===== src/rtl/param_queue_if.sv =====
// param_queue_if
//   Bundles the producer-side and consumer-side handshakes of param_queue,
//   together with its flush input and status outputs.
//   slave  : the queue's view (takes in_*, flush, out_ready; drives the rest)
//   master : the environment's view (the mirror image)
// Signals
//   in_valid/in_ready/in_data     enqueue handshake and payload
//   out_valid/out_ready/out_data  dequeue handshake and head payload
//   flush                         synchronous clear of all entries
//   count                         occupancy, 0..QUEUE_DEPTH
//   almost_full                   count >= AFULL_THRESH
interface param_queue_if #(
  parameter int DATA_WIDTH  = 32,
  parameter int QUEUE_DEPTH = 64
);
  localparam int CNT_W = $clog2(QUEUE_DEPTH) + 1;

  logic                  in_valid;
  logic                  in_ready;
  logic [DATA_WIDTH-1:0] in_data;
  logic                  out_valid;
  logic                  out_ready;
  logic [DATA_WIDTH-1:0] out_data;
  logic                  flush;
  logic [CNT_W-1:0]      count;
  logic                  almost_full;

  modport slave (
    input  in_valid, in_data, out_ready, flush,
    output in_ready, out_valid, out_data, count, almost_full
  );

  modport master (
    output in_valid, in_data, out_ready, flush,
    input  in_ready, out_valid, out_data, count, almost_full
  );
endinterface


===== src/rtl/param_queue.sv =====
// param_queue
//   Circular FIFO with valid/ready handshakes on both sides, used as the
//   instruction queue between fetch and decode/dispatch. Provides a
//   synchronous flush (branch mispredict), a registered occupancy count and
//   a registered almost-full flag.
// Ports
//   clk   : clock, all state updates on the rising edge
//   rst   : asynchronous, active-low reset
//   q     : param_queue_if.slave (handshakes, flush, count, almost_full)
module param_queue #(
  parameter int DATA_WIDTH   = 32,
  parameter int QUEUE_DEPTH  = 64,
  parameter int AFULL_THRESH = 56
) (
  input  logic          clk,
  input  logic          rst,
  param_queue_if.slave  q
);
  localparam int IDX_W = $clog2(QUEUE_DEPTH);
  localparam int PTR_W = IDX_W + 1;
  localparam logic [PTR_W-1:0] AFULL_LVL = PTR_W'(AFULL_THRESH);
  localparam logic [PTR_W-1:0] PTR_ONE   = PTR_W'(1);

  // Pointers carry one extra wrap bit above the index so full and empty
  // can be told apart when the index bits match.
  logic [PTR_W-1:0]      r_head;
  logic [PTR_W-1:0]      r_tail;
  logic [PTR_W-1:0]      r_count;
  logic                  r_afull;
  logic [DATA_WIDTH-1:0] r_mem [QUEUE_DEPTH];

  logic                  w_empty;
  logic                  w_full;
  logic                  w_enq;
  logic                  w_deq;
  logic [PTR_W-1:0]      w_count_nxt;

  assign w_empty = (r_head == r_tail);
  assign w_full  = (r_head[IDX_W-1:0] == r_tail[IDX_W-1:0]) &&
                   (r_head[IDX_W] != r_tail[IDX_W]);

  // Full blocks the enqueue even when a dequeue fires in the same cycle;
  // in_ready only rises once the freed slot is visible in the pointers.
  assign w_enq = q.in_valid  && !w_full;
  assign w_deq = q.out_ready && !w_empty;

  always_comb begin
    w_count_nxt = r_count;
    if (q.flush) begin
      w_count_nxt = '0;
    end else begin
      unique case ({w_enq, w_deq})
        2'b10:   w_count_nxt = r_count + PTR_ONE;
        2'b01:   w_count_nxt = r_count - PTR_ONE;
        default: w_count_nxt = r_count;
      endcase
    end
  end

  // Control state: pointers, count and almost_full.
  always_ff @(posedge clk or negedge rst) begin
    if (!rst) begin
      r_head  <= '0;
      r_tail  <= '0;
      r_count <= '0;
      r_afull <= 1'b0;
    end else begin
      if (q.flush) begin
        r_head <= '0;
        r_tail <= '0;
      end else begin
        if (w_enq) r_tail <= r_tail + PTR_ONE;
        if (w_deq) r_head <= r_head + PTR_ONE;
      end
      r_count <= w_count_nxt;
      r_afull <= (w_count_nxt >= AFULL_LVL);
    end
  end

  // Payload storage is not reset; a flushed-cycle enqueue is dropped.
  always_ff @(posedge clk) begin
    if (w_enq && !q.flush) begin
      r_mem[r_tail[IDX_W-1:0]] <= q.in_data;
    end
  end

  assign q.in_ready    = !w_full;
  assign q.out_valid   = !w_empty;
  assign q.out_data    = r_mem[r_head[IDX_W-1:0]];
  assign q.count       = r_count;
  assign q.almost_full = r_afull;
endmodule


===== src/flat_wrapper.sv =====
// flat-port wrapper written by rule: the top's interface ports become plain ports
module param_queue_flat 
#(
  parameter int DATA_WIDTH   = 32,
  parameter int QUEUE_DEPTH  = 64,
  parameter int AFULL_THRESH = 56
)
  (clk, rst, q_in_valid, q_in_data, q_out_ready, q_flush, q_in_ready, q_out_valid, q_out_data, q_count, q_almost_full);
  param_queue_if #(.DATA_WIDTH(DATA_WIDTH), .QUEUE_DEPTH(QUEUE_DEPTH)) q_i ();
  input  logic clk;
  input  logic rst;
  input wire logic [$bits(q_i.in_valid)-1:0] q_in_valid;
  input wire logic [$bits(q_i.in_data)-1:0] q_in_data;
  input wire logic [$bits(q_i.out_ready)-1:0] q_out_ready;
  input wire logic [$bits(q_i.flush)-1:0] q_flush;
  output wire logic [$bits(q_i.in_ready)-1:0] q_in_ready;
  output wire logic [$bits(q_i.out_valid)-1:0] q_out_valid;
  output wire logic [$bits(q_i.out_data)-1:0] q_out_data;
  output wire logic [$bits(q_i.count)-1:0] q_count;
  output wire logic [$bits(q_i.almost_full)-1:0] q_almost_full;
  assign q_i.in_valid = q_in_valid;
  assign q_i.in_data = q_in_data;
  assign q_i.out_ready = q_out_ready;
  assign q_i.flush = q_flush;
  assign q_in_ready = q_i.in_ready;
  assign q_out_valid = q_i.out_valid;
  assign q_out_data = q_i.out_data;
  assign q_count = q_i.count;
  assign q_almost_full = q_i.almost_full;
  param_queue #(.DATA_WIDTH(DATA_WIDTH), .QUEUE_DEPTH(QUEUE_DEPTH), .AFULL_THRESH(AFULL_THRESH)) u_core (.clk(clk), .rst(rst), .q(q_i));
endmodule

===== config.mk =====
export PLATFORM = sky130hd
export DESIGN_NAME = param_queue_flat
export DESIGN_NICKNAME = d
export VERILOG_FILES = /design/src/rtl/param_queue_if.sv /design/src/rtl/param_queue.sv /design/src/flat_wrapper.sv
export SDC_FILE = /design/constraint.sdc
export NUM_CORES = 2
export LEC_CHECK = 0
export BUFFER_PORTS_ARGS = -buffer_cell sky130_fd_sc_hd__buf_2
export CAP_MARGIN = 0
export CELL_PAD_IN_SITES_DETAIL_PLACEMENT = 1
export CELL_PAD_IN_SITES_GLOBAL_PLACEMENT = 1
export CORE_ASPECT_RATIO = 1.75
export CORE_UTILIZATION = 55
export CTS_CLUSTER_DIAMETER = 80
export CTS_CLUSTER_SIZE = 25
export DETAILED_ROUTE_END_ITERATION = 6
export MAX_ROUTING_LAYER = met4
export PLACE_DENSITY = 0.81
export SLEW_MARGIN = 10
export SYNTH_ARGS = -nofsm -noshare
export SYNTH_HDL_FRONTEND = slang
export SYNTH_SLANG_ARGS = --single-unit

===== constraint.sdc =====
create_clock -name clk -period 14.1 [get_ports clk]
set_input_delay 1.41 -clock clk [delete_from_list [all_inputs] [get_ports clk]]
set_output_delay 1.41 -clock clk [all_outputs]
set_load 0.1 [all_outputs]

==> results.tsv <==
metric	value	unit
register-to-register setup slack	9.02	ns
Netlist cell types	63	
slowest stage delay, CP	1.05	ns
fraction of registers with async set or reset after synthesis	1.06	%
Layout fillers	11600	
most instantiated cells after synthesis	edfxtp_1, mux4_2, a22oi_1, nor2_1, clkbuf_1	
endpoints failing setup	0	
CTS Buf Count	92	
die height	504	microns
DRT iter0 DRCs	5067	
EDFF count, synth	2048	
initial antenna violation count	12	
Critical Path Sink	q_out_data[23]	
Skew-Pair Late Insertion Delay	0.75	ns
worst path cell trace	buf_4 > buf_4 > buf_4 > mux4_2 > a22oi_1 > nand3_1 > nand2_1 > a211oi_1 > buf_2	
CTS H-tree depth	3	
Post-Route WL	218	mm
area leader, netlist	edfxtp_1	
Initial DRT Pass Iterations	6	
hpwl dp	121	mm
synth warn	0	
top_reg_cell synth	edfxtp_1	
post-route ant nets	0	
Crit. Startpoint	u_core.r_head[1]	
top-count cell post-synth	edfxtp_1	
Vias	39100	
Crit path buffers/inverters	4	
RSZ-0062 raised after global routing	no	
max-slew violations	0	
Max Clock Skew	0.0264	ns
Crit path top cell by count	buf_4	
Crit path max-delay family	buffers and inverters	
syn_nets	3546	
DRC Markers	0	
first-pass GRT wire length	306	mm
maximum vdd drop	0.000120	V
Setup TNS Final	0	ns
Syn Inst Count	3500	
largest net degree at the start of global routing	123	
Post-CTS Setup Bufs	0	
Core Box Area	142000	sq um
gr usage total	31.4	%
P_leak	25.0	nW
CP arrival	6.07	ns
Nets	3636	
fmax	134	MHz
TritonCTS clock tree	built	
vias in the first global route	40900	
Reg area	62100	sq um
die area	145000	sq um
count of final hold-check violations	0	
Seq/Total Area, Yosys	78.4	%
io pins	79	
Multi-input gate area	16500	sq um
fraction of layout cells with a size suffix above 1	24.8	%
Critical Path Sink Type	output port	
Worst Setup Path Type	flip-flop to output port	
top post-synthesis cells by area	edfxtp_1, mux4_2, a22oi_1	
Die X	289	microns
starting density of the core	55.6	%
Area growth, synth to finish	7.09	%
Levels on crit path	9	
PortBufs	78	
top cell type's share of synthesized area	77.7	%
post-cts repair resize count	0	
Avg WL per Cell	40.0	microns
Slew HR	13.4	%
GRT overflow	0	
Clock transition at path regs	0.10	ns
synthesized cell area	79100	sq um
# hold bufs at CTS	0	
run status	complete, no violations	
actual slew at the worst max-slew pin	1.30	ns
CTS sink cnt	2070	
worst-path fanout max	57	
fin crit period	7.48	ns
worst reg2reg endpoint	u_core.r_mem[57][11]	
Synth Area per Inst	22.6	sq um
Max clock buf depth	3	
Hold WC Path Type	flip-flop to flip-flop	
Pwr per Cell Area	134	nW/um^2
Final Cycle Share	53.0	%
R2R Path Start	u_core.r_head[1]	
cell count of the worst reg-to-reg path	8	
routability cong.	0.825	
Via density	7.16	
CTS root buf	clkbuf_16	
crit start category	flip-flop	
max-cap violations	0	
Synth Register Bits	2070	
Critical Path RT	12.69	ns
CP max stage cell	dfrtp_4	
# rows	183	
total power	11.4	mW
[worst register-to-register path: stages (launching register included)]
cell and delay [ns]:
dfrtp_4 1.05, buf_4 0.59, xnor2_1 0.19, nand2_1 0.20, o31a_1 0.48, inv_2 0.24, or3_1 0.69, nor2_4 0.77
buf_4 0.52
[report_power, final]
part / total [mW] / internal, mW / switching [mW]
Clock: 3.02 / 1.24 / 1.78
Sequential: 6.81 / 6.77 / 0.0347
Combinational: 1.56 / 0.643 / 0.914
[per-layer routing]
layer,global-route usage (%),wire length [microns],vias to the layer above
met5,-,0,-
met4,15.7,13000,0
met3,4.36,19400,600
met2,52.7,114000,2682
met1,37.2,72100,20900
li1,-,-,15000
[sequential cells by signal, summed over array words and instances (netlist names)]
register / cells
u_core.r_head: 7
u_core.q.almost_full: 1
u_core.r_tail: 7
u_core.r_mem: 2048
u_core.q.count: 7
[cell families (layout without fill, tap and decap cells)]
| family | Yosys count | count (layout) | synth area share, % |
|---|---|---|---|
| buf+inv | 210 | 314 | 1.39 |
| xor+xnor | 15 | 15 | 0.166 |
| flops | 2070 | 2070 | 78.4 |
| mux | 575 | 575 | 14.9 |
| fa+ha+maj | 9 | 9 | 0.152 |
| compound gates | 351 | 351 | 3.30 |
| other cells | 0 | 6 | 0 |
| simple gates | 270 | 270 | 1.63 |
[worst min path at each step]
stage | startpoint | to | slack (ns) | cells past startpoint
6_report | u_core.q.count[6] | u_core.q.count[6] | 0.57 | 2
5_1_grt | u_core.q.count[6] | u_core.q.count[6] | 0.62 | 2
4_1_cts | u_core.q.count[6] | u_core.q.count[6] | 0.59 | 2
3_5_place_dp | u_core.q.count[6] | u_core.q.count[6] | 0.56 | 2
3_3_place_gp | u_core.q.count[6] | u_core.q.count[6] | 0.55 | 2
2_1_floorplan | u_core.r_head[6] | u_core.r_head[6] | 0.56 | 2
[per-stage QoR]
stage          utilization, %  cell area [sq um]  setup WS [ns]  std cells  hold WS [ns]
6_report                 59.5              84700           6.62       5460         0.575
5_1_grt                  59.5              84700           6.60       5459         0.621
4_1_cts                  59.5              84700           6.54       5452         0.585
3_5_place_dp             57.7              82200           7.39       5344         0.556
3_3_place_gp             57.7              82200           7.41       5343         0.546
2_1_floorplan               -              79100           8.83       3500         0.561
[cell type report]
cell class / instances / share of cell area [%]
well taps: 1850 / 2.73
clock inverters: 4 / 0.0635
flip-flops and latches: 2070 / 73.2
inverters: 8 / 0.0354
repair buffers: 198 / 1.57
diodes: 6 / 0.0177
multi-input cells: 1220 / 19.5
clock buffers: 104 / 2.88
[cells in the final DEF (no fill, tap or decap), drive strengths merged, types with 4 or more instances in the layout]
master,instances
o211ai,8
edfxtp,2048
nor3b,4
a21oi,34
and3,13
o22ai,7
xor2,5
a211oi,23
o21ai,29
nand2,52
clkbuf,106
a22o,36
ha,8
a22oi,132
or3,12
xnor2,10
nand3b,4
nor2,91
nor2b,9
o221ai,10
inv,8
dfrtp,22
a31oi,4
o31ai,4
nor3,7
clkinv,4
nand3,61
mux2i,67
buf,196
diode,6
a2111oi,5
mux2,26
a221oi,46
mux4,482
Power figures use the tool's default switching activity.
